[config.mk]
export PLATFORM = sky130hd
export DESIGN_NAME = banana_palette_encoder
export DESIGN_NICKNAME = d
export VERILOG_FILES = /design/src/rtl/banana_palette_pkg.sv /design/src/rtl/banana_color_dist.sv /design/src/rtl/banana_palette_encoder.sv
export SDC_FILE = /design/constraint.sdc
export NUM_CORES = 1
export LEC_CHECK = 0
export CAP_MARGIN = 20
export CORE_UTILIZATION = 51
export CTS_CLUSTER_SIZE = 16
export DETAILED_ROUTE_END_ITERATION = 10
export PLACE_DENSITY = 0.82
export SLEW_MARGIN = 0
export SYNTH_ARGS = -nofsm -noshare
export SYNTH_HDL_FRONTEND = slang
export SYNTH_SLANG_ARGS = --single-unit
[constraint.sdc]
create_clock -name Clk -period 3.1 [get_ports Clk]
set_input_delay 0.31 -clock Clk [delete_from_list [all_inputs] [get_ports Clk]]
set_output_delay 0.31 -clock Clk [all_outputs]
set_load 0.02 [all_outputs]
[src/rtl/banana_palette_pkg.sv]
// Shared banana sprite palette: RGB565 table, index/pixel types and encoder states.
// Used by the palette lookup and by banana_palette_encoder.
package banana_palette_pkg;

    typedef logic [15:0] rgb565_t;
    typedef logic [2:0]  pal_idx_t;

    localparam int NUM_COLORS = 6;

    // Entries 6 and 7 are unused fillers so a 3-bit index can address the table directly.
    localparam rgb565_t BANANA_PALETTE [8] = '{
        16'h0E3B, 16'hA30F, 16'h3960, 16'h6A20,
        16'hD4A0, 16'hF6A0, 16'h0000, 16'h0000
    };

    typedef enum logic [1:0] {
        IDLE,
        SEARCH,
        DONE
    } state_t;

endpackage

[src/rtl/banana_color_dist.sv]
// Combinational RGB565 comparator: equality flag plus, when BANANA_NEAREST_MATCH_EN
// is defined, the weighted distance 2*|dR| + |dG| + 2*|dB| (max 187, fits 8 bits).
module banana_color_dist
    import banana_palette_pkg::*;
(
    input  rgb565_t    a,
    input  rgb565_t    b,
`ifdef BANANA_NEAREST_MATCH_EN
    output logic [7:0] dist,
`endif
    output logic       eq
);

    assign eq = (a == b);

`ifdef BANANA_NEAREST_MATCH_EN
    logic [4:0] dr;
    logic [5:0] dg;
    logic [4:0] db;

    always_comb begin
        dr = (a[15:11] > b[15:11]) ? a[15:11] - b[15:11] : b[15:11] - a[15:11];
        dg = (a[10:5]  > b[10:5])  ? a[10:5]  - b[10:5]  : b[10:5]  - a[10:5];
        db = (a[4:0]   > b[4:0])   ? a[4:0]   - b[4:0]   : b[4:0]   - a[4:0];
        // Red and blue are doubled so their 5-bit range weighs like the 6-bit green.
        dist = {2'b00, dr, 1'b0} + {2'b00, dg} + {2'b00, db, 1'b0};
    end
`endif

endmodule

[src/rtl/banana_palette_encoder.sv]
// RGB565 -> 3-bit banana palette index, serial search one entry per cycle, valid/ready both sides.
// Define BANANA_NEAREST_MATCH_EN to report the closest entry on a miss instead of KEY_INDEX.
module banana_palette_encoder
    import banana_palette_pkg::*;
#(
    parameter int NUM_ENTRIES = NUM_COLORS,
    parameter int KEY_INDEX   = 0
) (
    input  logic        Clk,
    input  logic        Reset_n,
    input  logic        in_valid,
    output logic        in_ready,
    input  logic [15:0] in_rgb,
    output logic        out_valid,
    input  logic        out_ready,
    output logic [2:0]  out_index,
    output logic        out_miss
);

    localparam pal_idx_t LAST_IDX = pal_idx_t'(NUM_ENTRIES - 1);

    state_t   state;
    state_t   state_next;
    rgb565_t  pixel;
    pal_idx_t idx;
    pal_idx_t miss_index;
    logic     eq;
    logic     last;

    assign last = (idx == LAST_IDX);

`ifdef BANANA_NEAREST_MATCH_EN
    logic [7:0] dist;
    logic [7:0] best_dist;
    pal_idx_t   best_idx;
    logic       closer;

    banana_color_dist u_dist (
        .a    (pixel),
        .b    (BANANA_PALETTE[idx]),
        .dist (dist),
        .eq   (eq)
    );

    // Strict compare: on a tie the earlier (lower) index is kept.
    assign closer     = (dist < best_dist);
    assign miss_index = closer ? idx : best_idx;

    always_ff @(posedge Clk or negedge Reset_n) begin
        if (!Reset_n) begin
            best_idx  <= '0;
            best_dist <= 8'hFF;
        end else if (state == IDLE && in_valid) begin
            best_idx  <= '0;
            best_dist <= 8'hFF;
        end else if (state == SEARCH && closer) begin
            best_idx  <= idx;
            best_dist <= dist;
        end
    end
`else
    localparam pal_idx_t KEY_IDX = pal_idx_t'(KEY_INDEX);

    banana_color_dist u_dist (
        .a  (pixel),
        .b  (BANANA_PALETTE[idx]),
        .eq (eq)
    );

    assign miss_index = KEY_IDX;
`endif

    always_comb begin
        // NOTE: every output of this block gets a default first, so no path infers a latch.
        state_next = state;
        in_ready   = 1'b0;
        out_valid  = 1'b0;
        case (state)
            IDLE: begin
                in_ready = 1'b1;
                if (in_valid) state_next = SEARCH;
            end
            SEARCH: begin
                if (eq || last) state_next = DONE;
            end
            DONE: begin
                out_valid = 1'b1;
                if (out_ready) state_next = IDLE;
            end
            default: state_next = IDLE;
        endcase
    end

    always_ff @(posedge Clk or negedge Reset_n) begin
        // NOTE: state uses non-blocking assignments so every register samples pre-edge values.
        if (!Reset_n) begin
            state     <= IDLE;
            pixel     <= '0;
            idx       <= '0;
            out_index <= '0;
            out_miss  <= 1'b0;
        end else begin
            state <= state_next;
            case (state)
                IDLE: begin
                    if (in_valid) begin
                        pixel <= in_rgb;
                        idx   <= '0;
                    end
                end
                SEARCH: begin
                    idx <= idx + 3'd1;
                    if (eq) begin
                        out_index <= idx;
                        out_miss  <= 1'b0;
                    end else if (last) begin
                        out_index <= miss_index;
                        out_miss  <= 1'b1;
                    end
                end
                default: ;
            endcase
        end
    end

endmodule

==> reports/qor.csv, run 1 <==
stage;metric;value;unit
run_status;run status;complete, no violations;
synthesis;Main synth FF type;dfrtp_1;
timing;Slew Limit Fails;0;
synthesis;count of state elements after synthesis;25;
detailed_routing;drt pass-1 iters;4;
worst_setup_path;Critical Path Fanout Max;12;
power;combinational fraction of design power;0.483;
global_route;initial antenna violation count;0;
synthesis;synth warn;0;
detailed_routing;ANT nets after route;0;
detailed_routing;Vias/cell;5.72;
layout;storage element area;626;um2
floorplanning;full die area;2960;um2
synthesis;Async S/R FF share, synth;1.00;
timing;final period utilization;0.857;
detailed_routing;wire per inst;15.4;um
synthesis;cell area after synthesis;1400;um2
layout;layout cells sized above 1;0.158;
detailed_routing;total number of vias;1041;
global_route;Overall Global Routing Usage;0.211;
layout;ant diodes;0;
power;Clk pwr share;0.103;
global_route;first-pass GRT wire length;4.38;mm
clock_network;post-cts hold buffer count;0;
timing;final setup vio count;0;
synthesis;most frequent cells after synthesis;dfrtp_1, mux2_2, o21ai_0;
floorplanning;row count;18;
global_route;vias in the first global route;971;
placed_design;port bufs;25;
worst_setup_path;Critical Setup Path Class;flop to flop;
synthesis;Synth Net Count;153;
clock_network;H-Tree Level Count;1;
synthesis;Post-synth EDFFs;0;
timing;Final Critical Period;2660;ps
layout;P&R area growth vs syn;21.5;%
clock_network;clk_lat worst skew;340;ps
worst_setup_path;Reg-to-Reg End;state[0];
worst_setup_path;Worst EP arrival;2910;ps
timing;RSZ-0062 raised after global routing;false;
min_path;min-delay worst type;input port to asynchronous set/reset pin;
power;switching power;0.000647;W
worst_setup_path;Startpoint Class;flop;
worst_setup_path;crit path capture;state[0];
placed_design;post-DP HPWL;2.07;mm
flow_run;Max Cap Viol;0;
timing;max frequency;376;MHz
timing;Final Hold Fails;0;
layout;filler instances;204;
clock_network;worst-case clock buffer depth;2;
synthesis;Seq/Total Area, Yosys;0.447;
timing;sum of negative setup slack;0;ps
synthesis;Avg Cell Area, Syn;11.0;um2
clock_network;TritonCTS clock tree;yes;
worst_setup_path;FF-to-FF path depth;8;
timing;Setup Skew;16.5;ps
power;Internal;0.000893;W
worst_setup_path;Worst R2R Start;idx[1];
global_route;gr ovfl total;0;
synthesis;top-area cell type share of the netlist area;0.447;
worst_setup_path;Crit path required time;3350;ps
global_route;pin count of the biggest net entering global routing;26;
synthesis;post-synth cell types;37;
layout;Final Net Count;179;
floorplanning;DIE WIDTH;54.4;um
layout;multi-input combinational cell area;717;um2
power;Worst VDD drop;517;uV
clock_network;post-CTS setup buffer count;0;
detailed_routing;drt drc;0;
floorplanning;initial core utilization;0.550;
floorplanning;IO Count;26;
timing;worst-margin pin slew;798;ps
power;P per Cell Area;905;nW/um2
power;Sw Share;0.420;
worst_setup_path;R2R Setup Slk;440;ps
clock_network;TritonCTS Buffers;3;
placed_design;RePlAce Congestion;0.896;
timing;slew margin rel.;0.468;
floorplanning;core area;2540;um2
clock_network;total number of clock tree sinks;25;
floorplanning;DIE HEIGHT;54.4;um
power;Seq pwr share;0.414;
synthesis;most numerous cell in the Yosys netlist;dfrtp_1;
detailed_routing;DR iter-0 viols;16;
power;LEAKAGE;0.700;nW
clock_network;root buffer cell;clkbuf_4;
clock_network;clock slew at reported path FFs;160;ps
timing;hold_ws;306;ps
synthesis;Synth area leader;dfrtp_1;
clock_network;cts repair resizes;0;
worst_setup_path;kind of end point of the critical path;flop;
detailed_routing;final wirelength;2.80;mm
worst_setup_path;Worst setup startpoint;idx[1];
synthesis;Synth area leaders;dfrtp_1, mux2_2, ha_1;
synthesis;Post-Syn Instances;127;
cells by family after synthesis:
| logic type | Yosys count | share of synthesized area |
|---|---|---|
| AO/OA/AOI/OAI | 25 | 0.142 |
| XOR/XNOR | 5 | 0.0313 |
| adder cells (fa/ha/maj) | 6 | 0.0536 |
| buffers and inverters | 14 | 0.0411 |
| flip-flops | 25 | 0.447 |
| multiplexers | 19 | 0.149 |
| AND/OR/NAND/NOR | 33 | 0.136 |
sequential cells by signal (all words and copies together), names as in the netlist:
signal / flops
idx: 3
out_index: 3
out_miss: 1
pixel: 16
state: 2
metrics by stage:
stage	utilization	power, W	setup WS (ps)	area, um2	std cells
floorplan	-	0.00118	796	1400	127
global placement	0.657	0.00133	648	1670	178
detailed placement	0.657	0.00138	514	1670	178
CTS	0.669	0.00154	485	1700	182
global route	0.669	0.00164	267	1700	182
finish	0.669	0.00154	443	1700	182
layout make-up:
class	count	area share
Clock buffer	3	0.0132
Clock inverter	1	0.00441
Inverter	9	0.0199
Multi-Input combinational cell	88	0.421
Sequential cell	25	0.368
Tap cell	30	0.0221
Timing Repair Buffer	26	0.151
worst min path at each step:
stage                          end  depth (start not counted)      from
after global routing      pixel[0]                          2   Reset_n
after global placement    pixel[3]                          1  pixel[3]
after floorplan             idx[0]                          0   Reset_n
final                     state[0]                          2   Reset_n
after CTS                 pixel[0]                          2   Reset_n
after detailed placement  out_miss                          2  out_miss
critical path: stages, from the launching register on:
cell and delay [ps]:
dfrtp_1 570, inv_1 180, ha_1 300, nor2b_1 190
a2111oi_4 350, a31oi_1 180, a2111oi_4 440, nand2_1 90
a31o_2 260
power groups by stage:
stage / clock network, W / logic [W] / registers, W
floorplan: 0 / 0.000607 / 0.000577
global placement: 0 / 0.000706 / 0.000627
detailed placement: 0 / 0.000736 / 0.000644
CTS: 0.000159 / 0.000741 / 0.000636
global route: 0.000170 / 0.000808 / 0.000663
finish: 0.000159 / 0.000744 / 0.000637
cell usage in the layout (no fill, tap or decap), types with 2 or more instances in the layout:
master,synthesis,final
nand3_1,4,4
clkbuf_4,0,3
a31oi_1,2,2
a22o_1,2,2
clkdlybuf4s50_1,0,25
nor2b_1,2,2
nor3_1,2,2
a211oi_1,2,2
mux2i_1,4,4
mux2_2,15,15
ha_1,6,6
o21ai_0,10,10
nand2_1,7,7
dfrtp_1,25,25
a21oi_1,3,3
xnor2_1,4,4
a2111oi_4,2,2
nor2_1,7,7
inv_1,9,9
metal layers:
layer,GRT usage,wire [um]
met1,0.273,1270
met2,0.327,1310
met3,0.0417,144
met4,0.120,68
met5,0,0
Note: power is estimated with default switching activity, not from simulation.
==> run 2: changes to the inputs <==
--- a/config.mk
+++ b/config.mk
@@ -10,7 +10,9 @@
 export CTS_CLUSTER_SIZE = 16
 export DETAILED_ROUTE_END_ITERATION = 10
 export PLACE_DENSITY = 0.82
+export SKIP_CTS_REPAIR_TIMING = 1
 export SLEW_MARGIN = 0
 export SYNTH_ARGS = -nofsm -noshare
 export SYNTH_HDL_FRONTEND = slang
 export SYNTH_SLANG_ARGS = --single-unit
+export TNS_END_PERCENT = 20
==> results of run 2 <==
No change in the layout: final DEF, timing and power equal those of run 1.
==> run 3: changes to the inputs <==
--- a/config.mk
+++ b/config.mk
@@ -6,10 +6,11 @@
 export NUM_CORES = 1
 export LEC_CHECK = 0
 export CAP_MARGIN = 20
-export CORE_UTILIZATION = 51
+export CORE_UTILIZATION = 47
 export CTS_CLUSTER_SIZE = 16
 export DETAILED_ROUTE_END_ITERATION = 10
-export PLACE_DENSITY = 0.82
+export PLACE_DENSITY = 0.77
+export RECOVER_POWER = 25
 export SKIP_CTS_REPAIR_TIMING = 1
 export SLEW_MARGIN = 0
 export SYNTH_ARGS = -nofsm -noshare
==> run 3 against run 2 <==
Non-clock buffer count is the same. Clock skew shrank 8.1 ps. Total power shrank 1.7%. Largest cell class unchanged. Hold slack gained 230 ps. Critical path depth is the same. Sequential power is essentially flat. Routed wire length shrank 4.0%. Core utilization shrank 5.9 points. First-iteration DRC count shrank 25%. Flip-flop and latch count is the same.
==> reports/qor.csv, run 3 (synthesized netlist as in run 1, its figures left out) <==
stage;metric;value;unit;change
power;Worst VDD drop;594;uV;+15%
layout;P&R area growth vs syn;21.1;%;
clock_network;worst-case clock buffer depth;2;;unchanged
worst_setup_path;Critical Path Fanout Max;12;;unchanged
layout;Final Net Count;179;;unchanged
timing;RSZ-0062 raised after global routing;false;;
placed_design;RePlAce Congestion;0.906;;+1.1%
detailed_routing;drt pass-1 iters;4;;unchanged
timing;Final Hold Fails;0;;unchanged
worst_setup_path;FF-to-FF path depth;8;;unchanged
flow_run;Max Cap Viol;0;;unchanged
timing;Final Critical Period;2620;ps;-36.5 ps
worst_setup_path;Worst R2R Start;idx[1];;
clock_network;total number of clock tree sinks;25;;unchanged
global_route;vias in the first global route;1077;;+11%
worst_setup_path;Critical Setup Path Class;flop to flop;;
worst_setup_path;Worst EP arrival;2850;ps;-60 ps
global_route;Overall Global Routing Usage;0.190;;-0.0218
min_path;hold path startpoint;in_rgb[4];;
worst_setup_path;R2R Setup Slk;480;ps;+40 ps
layout;ant diodes;0;;unchanged
timing;slew margin rel.;0.102;;-0.366
floorplanning;core area;2780;um2;+9.3%
global_route;first-pass GRT wire length;4.69;mm;+6.9%
worst_setup_path;Startpoint Class;flop;;
detailed_routing;DR top layer;met4;;
timing;hold_ws;540;ps;+235 ps
layout;most frequent cells in the layout;dfrtp_1, clkdlybuf4s50_1, mux2_2;;
detailed_routing;Vias/cell;5.67;;-0.83%
power;LEAKAGE;0.697;nW;-0.33%
detailed_routing;ANT nets after route;0;;unchanged
layout;number of flip-flops in the largest register;16;;unchanged
worst_setup_path;kind of end point of the critical path;flop;;
clock_network;clk_lat worst skew;320;ps;-20 ps
floorplanning;row count;19;;+1
timing;Slew Limit Fails;0;;unchanged
floorplanning;IO Count;26;;unchanged
clock_network;TritonCTS Buffers;3;;unchanged
floorplanning;initial core utilization;0.503;;-0.0468
worst_setup_path;Reg-to-Reg End;state[0];;
layout;filler instances;259;;+27%
detailed_routing;DR iter-0 viols;12;;-4
min_path;min-delay worst type;input port to flop;;
global_route;pin count of the biggest net entering global routing;26;;unchanged
detailed_routing;wl on met1;1.19;mm;-6.1%
timing;sum of negative setup slack;0;ps;unchanged
timing;worst-margin pin slew;1350;ps;+549 ps
global_route;gr ovfl total;0;;unchanged
min_path;depth of the worst hold-timing path;3;;
floorplanning;full die area;3200;um2;+8.2%
floorplanning;DIE HEIGHT;56.6;um;+4.0%
worst_setup_path;Crit path required time;3330;ps;-20 ps
clock_network;H-Tree Level Count;1;;unchanged
detailed_routing;met2 routed wirelength;1.36;mm;+3.5%
layout;commonest non-fill, non-tap cell in the layout;dfrtp_1;;
min_path;hold worst-path end;pixel[4];;
power;P per Cell Area;893;nW/um2;-1.3%
layout;Biggest register;pixel;;
layout;biggest regs;pixel: 16 flops, idx: 3 flops, out_index: 3 flops;;
timing;final period utilization;0.845;;-0.0118
clock_network;root buffer cell;clkbuf_4;;
detailed_routing;final wirelength;2.69;mm;-4.0%
detailed_routing;total number of vias;1038;;-0.29%
timing;Setup Skew;8.43;ps;-8.08 ps
timing;max frequency;382;MHz;+1.4%
detailed_routing;drt drc;0;;unchanged
clock_network;clock slew at reported path FFs;140;ps;-20 ps
clock_network;TritonCTS clock tree;yes;;
placed_design;port bufs;25;;unchanged
layout;layout cells sized above 1;0.145;;-0.0132
detailed_routing;wire per inst;14.7;um;-4.6%
run_status;run status;complete, no violations;;
detailed_routing;routed wl met3;100;um;-31%
placed_design;post-DP HPWL;2.04;mm;-1.6%
floorplanning;DIE WIDTH;56.6;um;+4.0%
global_route;initial antenna violation count;0;;unchanged
timing;final setup vio count;0;;unchanged
## run 3: through the flow
stage | power, W | cell area [um2] | cells | setup slack (ps) | util
floorplan | 0.00118 | 1400 | 127 | 796 | -
global route | 0.00164 | 1700 | 183 | 280 | 0.610
detailed placement | 0.00138 | 1670 | 179 | 512 | 0.601
global placement | 0.00134 | 1670 | 179 | 642 | 0.601
CTS | 0.00152 | 1700 | 183 | 484 | 0.611
finish | 0.00151 | 1700 | 183 | 480 | 0.610
## run 3: report_power, final
group          internal [W]  switching [W]
registers          0.000466       0.000168
logic              0.000376       0.000355
clock network     0.0000504      0.0000983
## run 3: how the worst max path moves through the flow
stage / end / from / depth (start not counted)
4_1_cts: state[0] / idx[1] / 8
2_1_floorplan: state[0] / idx[1] / 9
3_5_place_dp: state[0] / idx[1] / 8
5_1_grt: state[0] / idx[1] / 8
6_report: state[0] / idx[1] / 8
3_3_place_gp: state[0] / idx[1] / 8
## run 3: cell type report
cell class,count,area (um2),area share
multi-input combinational,88,717,0.423
sequential,25,626,0.369
timing repair buffer,26,254,0.150
tap,31,38.8,0.0229
inverter,9,33.8,0.0199
clock buffer,4,26.3,0.0155
## run 3: routing by layer
layer | GRT usage | up-vias
li1 | - | 502
met1 | 0.237 | 502
met2 | 0.338 | 29
met3 | 0.0207 | 5
met4 | 0.0627 | 0
met5 | 0 | -
## run 3: worst max-delay path, cell delays in order, from the launching register on
cell,delay (ps)
dfrtp_1,570
inv_1,200
ha_1,310
nor2b_1,190
a2111oi_4,320
a31oi_1,170
a2111oi_4,420
nand2_1,90
a31o_2,250
